**config.mk**
```make
export PLATFORM = sky130hd
export DESIGN_NAME = sound_sequencer
export DESIGN_NICKNAME = d
export VERILOG_FILES = /design/src/rtl/sound_pkg.sv /design/src/rtl/sound_tune_rom.sv /design/src/rtl/sound_sequencer.sv
export SDC_FILE = /design/constraint.sdc
export NUM_CORES = 1
export LEC_CHECK = 0
export BUFFER_PORTS_ARGS = -buffer_cell sky130_fd_sc_hd__buf_4
export CAP_MARGIN = 20
export CELL_PAD_IN_SITES_DETAIL_PLACEMENT = 2
export CELL_PAD_IN_SITES_GLOBAL_PLACEMENT = 2
export CORE_AREA = 2 2 72 74
export CTS_BUF_LIST = sky130_fd_sc_hd__clkbuf_8
export DETAILED_ROUTE_END_ITERATION = 7
export DIE_AREA = 0 0 74 76
export HOLD_SLACK_MARGIN = 0.1
export PLACE_DENSITY = 0.77
export SLEW_MARGIN = 20
export SYNTH_ARGS = -nofsm -noshare
export SYNTH_HDL_FRONTEND = slang
export SYNTH_HIERARCHICAL = 1
export SYNTH_SLANG_ARGS = --single-unit
```
**constraint.sdc**
```tcl
create_clock -name clk -period 3.29 [get_ports clk]
set_clock_uncertainty 0.1 [all_clocks]
set_input_delay 0.658 -clock clk [delete_from_list [all_inputs] [get_ports clk]]
set_output_delay 0.658 -clock clk [all_outputs]
set_load 0.03 [all_outputs]
```
**src/rtl/sound_pkg.sv**
```systemverilog
// Shared types and constants for the tune sequencer.
// Tune id doubles as arbitration priority.
package sound_pkg;

  localparam int DUR_W     = 4;
  localparam int MAX_STEPS = 8;
  localparam int STEP_W    = $clog2(MAX_STEPS);
  localparam int NOTE_W    = 4;

  localparam logic [NOTE_W-1:0] NOTE_SILENT = '0;

  typedef enum logic [2:0] {
    SHOT   = 3'd0,
    INVHIT = 3'd1,
    START  = 3'd2,
    END    = 3'd3,
    PLRHIT = 3'd4
  } tune_t;

  typedef logic [STEP_W-1:0] step_t;

  typedef struct packed {
    logic              last;
    logic [NOTE_W-1:0] note;
    logic [DUR_W-1:0]  dur;
  } rom_word_t;

  typedef enum logic [1:0] {
    S_IDLE,
    S_LOAD,
    S_PLAY,
    S_GAP
  } state_t;

  function automatic rom_word_t mk_note(
    input logic lst,
    input int   nt,
    input int   d
  );
    rom_word_t w;
    w.last = lst;
    w.note = NOTE_W'(nt);
    w.dur  = DUR_W'(d);
    return w;
  endfunction

endpackage

```
**src/rtl/sound_tune_rom.sv**
```systemverilog
// Tune ROM, one registered read per cycle.
// Word layout: {last, note, dur}.
module sound_tune_rom
  import sound_pkg::*;
(
  input  logic      clk,
  input  logic      resetN,
  input  tune_t     i_tune,
  input  step_t     i_step,
  output rom_word_t o_word
);

  rom_word_t w_word;
  rom_word_t r_word;

  // Tune table lookup by {tune, step}
  always_comb begin
    w_word = '0;
    case (i_tune)
      SHOT: begin
        if (i_step == 3'd0)
          w_word = mk_note(1'b1, 12, 1);
      end
      INVHIT: begin
        case (i_step)
          3'd0:    w_word = mk_note(1'b0, 9, 1);
          3'd1:    w_word = mk_note(1'b1, 5, 1);
          default: w_word = '0;
        endcase
      end
      START: begin
        case (i_step)
          3'd0:    w_word = mk_note(1'b0, 7, 2);
          3'd1:    w_word = mk_note(1'b0, 7, 2);
          3'd2:    w_word = mk_note(1'b0, 2, 2);
          3'd3:    w_word = mk_note(1'b0, 3, 2);
          3'd4:    w_word = mk_note(1'b0, 9, 2);
          3'd5:    w_word = mk_note(1'b0, 9, 2);
          3'd6:    w_word = mk_note(1'b0, 5, 2);
          default: w_word = mk_note(1'b1, 7, 2);
        endcase
      end
      END: begin
        case (i_step)
          3'd0:    w_word = mk_note(1'b0, 5, 4);
          3'd1:    w_word = mk_note(1'b0, 4, 4);
          3'd2:    w_word = mk_note(1'b0, 3, 4);
          3'd3:    w_word = mk_note(1'b0, 2, 4);
          3'd4:    w_word = mk_note(1'b1, 1, 4);
          default: w_word = '0;
        endcase
      end
      PLRHIT: begin
        case (i_step)
          3'd0:    w_word = mk_note(1'b0, 3, 3);
          3'd1:    w_word = mk_note(1'b0, 2, 3);
          3'd2:    w_word = mk_note(1'b1, 1, 3);
          default: w_word = '0;
        endcase
      end
      default: w_word = '0;
    endcase
  end

  // Registered read port
  always_ff @(posedge clk or negedge resetN) begin
    if (!resetN)
      r_word <= '0;
    else
      r_word <= w_word;
  end

  assign o_word = r_word;

endmodule

```
**src/rtl/sound_sequencer.sv**
```systemverilog
// Game sound sequencer: priority arbiter with
// preemption, tune stepping on the tick strobe.
module sound_sequencer
  import sound_pkg::*;
(
  input  logic        clk,
  input  logic        resetN,
  input  logic        tick,
  input  logic        mute,
  input  logic        reqPlrHit,
  input  logic        reqEnd,
  input  logic        reqStart,
  input  logic        reqInvHit,
  input  logic        reqShot,
  output logic [3:0]  sndOut,
  output logic        busy,
  output logic [2:0]  tuneId,
  output logic        done
);

  state_t           r_state;
  state_t           w_state_nxt;
  tune_t            r_tune;
  tune_t            w_tune_nxt;
  tune_t            w_win;
  step_t            r_step;
  step_t            w_step_nxt;
  logic [DUR_W-1:0] r_cnt;
  logic [DUR_W-1:0] w_cnt_nxt;
  logic [DUR_W-1:0] w_cnt_inc;
  logic [DUR_W-1:0] w_dur_eff;
  logic             w_req;
  logic             w_grant;
  logic             w_last;
  logic             w_end_note;
  logic             w_done;
  rom_word_t        w_rom;

  // ROM is addressed by next-state values so its
  // registered output always matches r_tune/r_step.
  sound_tune_rom u_rom (
    .clk    (clk),
    .resetN (resetN),
    .i_tune (w_tune_nxt),
    .i_step (w_step_nxt),
    .o_word (w_rom)
  );

  assign w_dur_eff  = (w_rom.dur == '0) ? DUR_W'(1)
                                         : w_rom.dur;
  assign w_cnt_inc  = r_cnt + 1'b1;
  assign w_end_note = tick && (w_cnt_inc >= w_dur_eff);
  assign w_last     = w_rom.last ||
                      (r_step == step_t'(MAX_STEPS-1));

  // Fixed-priority winner; grant needs strictly higher
  // priority than the active tune unless idle.
  always_comb begin
    w_req = 1'b1;
    w_win = SHOT;
    priority case (1'b1)
      reqPlrHit: w_win = PLRHIT;
      reqEnd:    w_win = END;
      reqStart:  w_win = START;
      reqInvHit: w_win = INVHIT;
      reqShot:   w_win = SHOT;
      default:   w_req = 1'b0;
    endcase
    w_grant = w_req &&
              ((r_state == S_IDLE) || (w_win > r_tune));
  end

  // Next-state logic; a grant overrides any tick.
  always_comb begin
    w_state_nxt = r_state;
    w_tune_nxt  = r_tune;
    w_step_nxt  = r_step;
    w_cnt_nxt   = r_cnt;
    w_done      = 1'b0;
    if (w_grant) begin
      w_state_nxt = S_LOAD;
      w_tune_nxt  = w_win;
      w_step_nxt  = '0;
      w_cnt_nxt   = '0;
    end else begin
      unique case (r_state)
        S_IDLE: ;
        S_LOAD: begin
          w_state_nxt = S_PLAY;
          w_cnt_nxt   = '0;
        end
        S_PLAY: begin
          if (w_end_note) begin
            w_cnt_nxt = '0;
            if (w_last) begin
              w_state_nxt = S_IDLE;
              w_done      = 1'b1;
            end else begin
              w_state_nxt = S_GAP;
            end
          end else if (tick) begin
            w_cnt_nxt = w_cnt_inc;
          end
        end
        S_GAP: begin
          if (tick) begin
            w_state_nxt = S_PLAY;
            w_step_nxt  = r_step + 1'b1;
            w_cnt_nxt   = '0;
          end
        end
      endcase
    end
  end

  // State, tune, step and tick counter registers
  always_ff @(posedge clk or negedge resetN) begin
    if (!resetN) begin
      r_state <= S_IDLE;
      r_tune  <= SHOT;
      r_step  <= '0;
      r_cnt   <= '0;
    end else begin
      r_state <= w_state_nxt;
      r_tune  <= w_tune_nxt;
      r_step  <= w_step_nxt;
      r_cnt   <= w_cnt_nxt;
    end
  end

  assign sndOut = ((r_state == S_PLAY) && !mute)
                  ? w_rom.note : NOTE_SILENT;
  assign busy   = (r_state != S_IDLE);
  assign tuneId = r_tune;
  assign done   = w_done;

endmodule

```
[Word level (Yosys, flattened, before mapping)]
Index checks and enable logic that the tools add are counted.
Storage, ports and cells
  memory bits (writable): 0
  bits in registers: 21
  bits in latches: 0
  memory bits (read-only): 0
  memories kept: 0
  output and inout port bits: 9
Cells by class
  eq/ne operators: 17
  muxes and demuxes: 35
  multipliers: 0
  reductions and logical operators: 16
  magnitude comparators: 2
  div/mod/pow operators: 0
  bitwise logic cells: 0
  $add $sub $neg: 2
  shift operators: 0
Operator list (number)
  $pmux 9 s5: 3
  $pmux 9 s3: 1
  $mux 4: 6
  $mux 3: 7
  $pmux 9 s2: 1
  $eq 3x3->1 const B: 5
  $eq 3x2->1 const B: 4
  $pmux 4 s3: 1
  $mux 1: 10
  $mux 9: 1
  $mux 2: 4
  $eq 3x1->1 const B: 2
  $logic_not 3->1: 2
  $ne 3x3->1 const B: 2
  $pmux 2 s3: 1
  $reduce_and 3->1: 2
  $add 4x1->4 const B: 1
  $eq 2x2->1 const B: 2
  $ge 4x4->1: 1
  $logic_not 4->1: 1
  $ne 4x4->1 const B: 1
  $reduce_bool 4->1: 1
  $reduce_or 2->1: 2
  $add 3x1->3 const B: 1
  7 further kinds: 10

[Longest topological paths before layout]
Gate-level depths: netlist of run 1.
  word-level depth: 12
  gate-level depth with buffers: 13

[Modules after synthesis]
Netlist of run 1, hierarchy kept.
Modules (own cells, without submodules)
  sound_sequencer: area an instance 875.8 µm², cells each 94, seq. area each 300.3 µm², times used 1
  sound_tune_rom: area an instance 515.5 µm², cells each 59, seq. area each 200.2 µm², times used 1

[Worst setup path after synthesis of run 1]
Ideal clock, no wire load.
  path kind: input to output
  start point: input port reqStart
  end point: output port done
  arrival time: 2.718 ns
  setup slack: -0.186 ns
  required time: 2.532 ns
  cell stages on the path: 8
  path through: nor2_1 > nor2_1 > ha_1 > nor2b_1 > o21a_1 > o21ai_1 > a21oi_2 > nor4_1
On the way
  cells in the longest elaborated chain, start to end: 7
  elaborated cells between the ends (all ways): 10
  classes of those cells: order compare: 1; mux: 7; reduce/logical: 2
Ends and longest elaborated chain
  from (decl): line sound_sequencer.sv:12  | input logic reqStart,
  $mux 3 (3 in a row): line sound_sequencer.sv:61  | priority case (1'b1)
  $gt 3x3->1: line sound_sequencer.sv:70  | ((r_state == S_IDLE) || (w_win > r_tune));
  $logic_or 1x1->1: line sound_sequencer.sv:70
  $logic_and 1x1->1 *: line sound_sequencer.sv:69  | w_grant = w_req &&
  $mux 1 *: line sound_sequencer.sv:80  | if (w_grant) begin
  to (decl): line sound_sequencer.sv:18  | output logic done
Mark *: on every way between the ends. The rest lies on a longest branch, timed or not.

[Worst setup path in the final report of run 1]
Ends and elaborated chain as after synthesis.

==> reports/results.tsv, run 1 <==
stage	metric	value	unit
status	status	finished clean	
timing	Slew @ Worst Pin	0.541	ns
clocking	H-tree Lvls	1	
logic_synthesis	most common cell in the netlist	dfrtp_1	
timing	RSZ-0062 raised after global routing	no	
timing	Final Cycle Share	0.964	
layout	P&R area growth vs syn	21.3	%
detailed_routing	DR iter-0 viols	40	
global_route	gr usage total	0.153	
min_path	Hold Crit Class	primary input to async pin	
die	die height	76	um
clocking	Worst-Skew Late Latency	0.26	ns
logic_synthesis	top_reg_cell synth	dfrtp_1	
detailed_routing	Vias	1188	
layout	layout cells sized above 1	0.261	
clocking	total clock buffers created by CTS	3	
logic_synthesis	sequential area share after synthesis	0.360	
critical_path	Crit. End Element	output pin	
logic_synthesis	Syn Nets	172	
global_route	met1 GRT Util	0.173	
detailed_routing	average via count per standard cell	4.83	
clocking	Clock Pin Slew Worst Setup and Hold Paths	0.07	ns
global_route	number of global-route vias before repair	1399	
die	placeable core area	4910	sq um
global_route	GRT overflow	0	
logic_synthesis	Yosys warnings	6	
layout	filler cell count	554	
critical_path	Reg2Reg Depth	12	
placed_design	port bufs	17	
logic_synthesis	cell taking the most area after synthesis	dfrtp_1	
timing	final setup vio count	0	
detailed_routing	Routed Antenna Nets	0	
global_route	first-pass GRT wire length	6730	um
global_route	initial antenna violation count	0	
power	total power	1.53	mW
logic_synthesis	synth cell count leaders	20 x dfrtp_1, 14 x nor2_1, 11 x nand2_1, 10 x ha_1	
placed_design	Placed Instances	243	
timing	FMAX	315	MHz
logic_synthesis	top cells by area, synth	dfrtp_1 36%, ha_1 9.0%, nor2_1 3.8%	
critical_path	FF-to-FF setup slack	0.47	ns
power	total leakage power	0.782	nW
critical_path	CP Max Fanout	7	
clocking	TritonCTS clock tree	yes	
die	die area	5620	sq um
die	Initial Util	0.283	
global_route	largest net degree at the start of global routing	21	
timing	max-slew violations	0	
logic_synthesis	post-synth top area share	0.360	
clocking	Root Buffer	clkbuf_8	
timing	relative slew slack	0.638	
logic_synthesis	Avg Inst Size Synth	9.09	sq um
critical_path	CP Data Required Time	2.53	ns
critical_path	Critical Path AT	2.41	ns
timing	Hold Fails Final Rpt	0	
power	IR drop worst, VDD	0.000234	V
die	top-level port count	18	
run	Max-cap violations	0	
global_route	M2 GR Usage	0.281	
critical_path	RR Endpoint	u_rom/o_word[8]$_DFF_PN0_	
logic_synthesis	Synth Instances	153	
clocking	Clock Sinks	20	
clocking	Max Root-Sink Buffers	2	
die	Row Count	26	
global_route	met3 usage in global routing	0.0198	
power	Cell Pwr Density	908	nW/um^2
logic_synthesis	Seq cells post-synth	20	
global_route	layer with the highest usage	met2	
logic_synthesis	area of the mapped netlist	1390	sq um
timing	minimum clock period	3.17	ns
detailed_routing	final WL	3850	um
critical_path	Worst setup SP type	primary input	
layout	non-filler cells, final	246	
placed_design	DP HPWL	3100	um
detailed_routing	DR pass1 iterations	3	
logic_synthesis	EDFF count, synth	0	
detailed_routing	Post-route DRC	0	
critical_path	Critical R2R Launch	tuneId[1]$_DFF_PN0_	
placed_design	gp weighted congestion	0.787	
critical_path	Worst Path Class, Setup	primary input to output pin	
layout	Final nets	197	
detailed_routing	drt wl/cell	15.7	um
die	Die Span X	74	um
logic_synthesis	Synth cell types	44	
logic_synthesis	Synth async-reset ratio	1.00	
clocking	Post-CTS Setup Bufs	0	
layout	Inserted Diodes	0	
-- stage by stage --
step	setup WS, ns	cell area (sq um)	hold WS [ns]	TNS, ns	util
after floorplan	0.138	1400	0.262	0	-
final	0.119	1690	0.166	0	0.344
after detailed placement	-0.130	1640	0.449	-0.355	0.333
after global placement	0.0517	1640	0.428	0	0.333
after global routing	0.00448	1690	0.180	0	0.344
after CTS	0.0198	1680	0.172	0	0.341
-- layer usage --
layer / share of wire / routed length (um) / vias up
li1: - / - / 578
met1: 0.39 / 1500 / 591
met2: 0.57 / 2200 / 11
met3: 0.018 / 70 / 8
met4: 0.021 / 80 / 0
met5: 0 / 0 / -
-- flip-flops by register name, summed over array words and instances (netlist names) --
signal	count
u_rom/o_word	8
r_cnt	4
r_step	3
tuneId	3
r_state	2
-- where the power goes --
group / total, mW / switching (mW) / internal, mW
combinational: 0.989 / 0.575 / 0.414
clock: 0.156 / 0.0746 / 0.0814
sequential: 0.387 / 0.0532 / 0.334
-- cell usage in the layout, fill, tap and decap left out, types with 2 or more instances in the layout --
cell type	count
xnor2_1	2
mux2i_1	3
dfrtp_1	20
xor2_1	2
nand2b_4	2
nor3_1	5
nor2_1	14
buf_4	27
clkbuf_8	3
o21a_1	2
and2_1	4
a31oi_1	2
a21oi_4	2
nand3_1	7
o22ai_1	2
nand2_1	11
a21oi_1	8
nand2b_1	2
inv_2	4
a211o_1	2
a2111oi_2	2
o21ai_1	7
or2_1	2
nor2b_1	3
ha_1	10
inv_1	8
-- critical path, stage by stage --
cell	delay, ns
buf_4	0.11
nor2_1	0.14
nor2_1	0.09
ha_1	0.29
nor2b_1	0.13
o21a_1	0.17
o21ai_2	0.22
a21oi_4	0.13
nor4_2	0.25
buf_4	0.21
-- worst max path at each step --
| stage | endpoint | slack (ns) | from |
|---|---|---|---|
| after CTS | done | 0.02 | reqStart |
| after floorplan | done | 0.14 | reqStart |
| after detailed placement | u_rom/o_word[8]$_DFF_PN0_ | -0.13 | reqStart |
| final | done | 0.12 | reqStart |
| after global routing | done | 0.004 | reqStart |
| after global placement | u_rom/o_word[4]$_DFF_PN0_ | 0.05 | reqStart |
-- kinds of logic after synthesis --
| group | Yosys count | share of synthesized area |
|---|---|---|
| adders and majority gates | 10 | 0.0899 |
| buffers and inverters | 19 | 0.0701 |
| DFF | 20 | 0.360 |
| AOI/OAI and AO/OA | 36 | 0.192 |
| xor gates and xnor gates | 4 | 0.0252 |
| and+or+nand+nor | 58 | 0.223 |
| muxes | 5 | 0.0378 |
| other | 1 | 0.00270 |
-- layout make-up --
cell class,instances,area (sq um),area share
inverter,12,45.0,0.0267
tap,70,87.6,0.0519
sequential,20,500,0.297
multi-input combinational,114,811,0.480
clock buffer,3,41.3,0.0245
timing repair buffer,27,203,0.120
-- timing repair --
item	CTS	global route
hold buffers	0	0
resized for setup	0	3
endpoints found under the setup margin	0	4
Power figures use the tool's default switching activity.
==> run 2, diff against run 1 <==
--- a/config.mk
+++ b/config.mk
@@ -5,7 +5,6 @@
 export SDC_FILE = /design/constraint.sdc
 export NUM_CORES = 1
 export LEC_CHECK = 0
-export BUFFER_PORTS_ARGS = -buffer_cell sky130_fd_sc_hd__buf_4
 export CAP_MARGIN = 20
 export CELL_PAD_IN_SITES_DETAIL_PLACEMENT = 2
 export CELL_PAD_IN_SITES_GLOBAL_PLACEMENT = 2
@@ -13,8 +12,9 @@
 export CTS_BUF_LIST = sky130_fd_sc_hd__clkbuf_8
 export DETAILED_ROUTE_END_ITERATION = 7
 export DIE_AREA = 0 0 74 76
+export DONT_BUFFER_PORTS = 1
 export HOLD_SLACK_MARGIN = 0.1
-export PLACE_DENSITY = 0.77
+export PLACE_DENSITY = 0.72
 export SLEW_MARGIN = 20
 export SYNTH_ARGS = -nofsm -noshare
 export SYNTH_HDL_FRONTEND = slang
==> reports/results.tsv, run 2 (synthesized netlist as in run 1, its figures left out) <==
stage	metric	value	unit	change
status	status	finished clean		
timing	final setup vio count	0		unchanged
timing	FMAX	324	MHz	+2.7%
power	Cell Pwr Density	964	nW/um^2	+6.2%
placed_design	port bufs	0		-17
power	Switching Power	694	uW	-1.3%
clocking	post-CTS sizing	0		unchanged
power	Gate power share	0.565		-0.081
timing	RSZ-0062 raised after global routing	no		
critical_path	Worst Path Class, Setup	primary input to output pin		
die	Initial Util	0.283		unchanged
detailed_routing	DR pass1 iterations	4		+1
layout	non-filler cells, final	230		-6.5%
critical_path	CP Data Required Time	2.53	ns	about the same
clocking	Clock Sinks	20		unchanged
global_route	number of global-route vias before repair	1309		-6.4%
power	Sw Share	0.455		-0.00387
placed_design	Post-DP Area	1500	sq um	-8.3%
clocking	Post-CTS Setup Bufs	0		unchanged
timing	Hold WS	0.443	ns	+0.278 ns
global_route	gr usage total	0.144		-0.00899
layout	fin util	0.322		-0.0217
layout	commonest cells after routing, fill and taps aside	20 x dfrtp_1, 14 x nor2_1, 11 x nand2_1		
clocking	Root Buffer	clkbuf_8		
global_route	largest net degree at the start of global routing	21		unchanged
critical_path	Worst setup SP type	primary input		
layout	commonest non-fill, non-tap cell in the layout	dfrtp_1		
power	Cell Int Power	831	uW	+0.21%
detailed_routing	DR iter-0 viols	28		-30%
critical_path	Critical R2R Launch	tuneId[2]$_DFF_PN0_		
clocking	Worst-Skew Late Latency	0.27	ns	about the same
clocking	Max Root-Sink Buffers	2		unchanged
layout	Final nets	180		-8.6%
layout	max reg flops	8		unchanged
detailed_routing	drt wl/cell	16.5	um	+5.5%
die	Row Count	26		unchanged
critical_path	critical path startpoint	reqStart		
detailed_routing	final WL	3800	um	-1.4%
detailed_routing	Routed Antenna Nets	0		unchanged
global_route	first-pass GRT wire length	6180	um	-8.1%
timing	minimum clock period	3.09	ns	-0.0848 ns
critical_path	CP Max Fanout	7		unchanged
power	Clock power frac	0.169		+0.067
timing	Slew @ Worst Pin	0.959	ns	+0.418 ns
power	total power	1.52	mW	-0.51%
placed_design	Place WS	-0.0674	ns	+0.0623 ns
global_route	GRT overflow	0		unchanged
timing	max-slew violations	0		unchanged
detailed_routing	average via count per standard cell	4.99		+3.3%
critical_path	Critical Path AT	2.33	ns	-0.08 ns
die	placeable core area	4910	sq um	unchanged
layout	fin area	1580	sq um	-6.3%
placed_design	DP HPWL	3060	um	-1.1%
critical_path	Crit. End Element	output pin		
clocking	TritonCTS clock tree	yes		
power	Reg power frac	0.265		+0.012
timing	relative slew slack	0.358		-0.279
clocking	H-tree Lvls	1		unchanged
layout	Inserted Diodes	0		unchanged
run	Max-cap violations	0		unchanged
min_path	Hold Crit Class	primary input to register		
placed_design	gp weighted congestion	0.758		-3.8%
placed_design	Placed Instances	225		-7.4%
die	top-level port count	18		unchanged
critical_path	Reg2Reg Depth	9		-3
die	Die Span X	74	um	unchanged
clocking	Clock Pin Slew Worst Setup and Hold Paths	0.08	ns	about the same
power	IR drop worst, VDD	0.000262	V	+12%
timing	setup_tns	0	ns	unchanged
min_path	Cells on Worst Hold Path	2		
layout	P&R area growth vs syn	13.7	%	
timing	Hold Fails Final Rpt	0		unchanged
die	die area	5620	sq um	unchanged
die	die height	76	um	unchanged
layout	layout cells sized above 1	0.169		-0.0926
min_path	min-delay src	tick		
detailed_routing	Post-route DRC	0		unchanged
clocking	total clock buffers created by CTS	3		unchanged
timing	Final Cycle Share	0.938		-0.0258
timing	Setup WS post-layout	0.204	ns	+0.0848 ns
detailed_routing	Vias	1147		-3.5%
power	total leakage power	0.709	nW	-9.2%
global_route	initial antenna violation count	0		unchanged
-- run 2: final timing paths --
check                                                 end  slack, ns
worst max-delay path                                 done       0.20
worst min-delay path                 r_cnt[1]$_DFFE_PN0P_       0.44
worst max register to register  u_rom/o_word[4]$_DFF_PN0_       0.34
worst min register to register       r_cnt[3]$_DFFE_PN0P_       0.46
max in group asynchronous       u_rom/o_word[6]$_DFF_PN0_       1.63
min in group asynchronous          r_state[1]$_DFFE_PN0P_       0.88
-- run 2: repair_timing --
item                       in CTS  in global routing
hold endpoints to repair       20                  0
hold buffers                    1                  0
setup endpoints to repair       0                  0
-- run 2: area by class of cell --
type	instances	area (sq um)
fillers	554	3330
multi-input cells	114	800
flip-flops and latches	20	500
well taps	70	87.6
repair buffers	10	77.6
inverters	12	45.0
clock buffers	3	41.3
clock inverters	1	30.0
-- run 2: layer usage --
metal / GRT usage / part of all wire / wire length [um]
met1: 0.143 / 0.38 / 1430
met2: 0.270 / 0.58 / 2190
met3: 0.0212 / 0.018 / 68
met4: 0.0891 / 0.029 / 112
met5: 0 / 0 / 0
-- run 2: critical path, cell delays in order --
cell and delay (ns):
nor2_1 0.13, nor2_1 0.09, ha_1 0.30, nor2b_1 0.14, o21a_1 0.16, o21ai_1 0.19
a21oi_2 0.16, nor4_2 0.30, buf_4 0.20
-- run 2: power groups by stage --
stage	Combinational, mW	Sequential [mW]	Clock [mW]
final	0.862	0.404	0.258
after detailed placement	0.864	0.412	0
after global routing	0.960	0.416	0.271
after CTS	0.875	0.407	0.262
after floorplan	0.645	0.408	0
after global placement	0.807	0.408	0
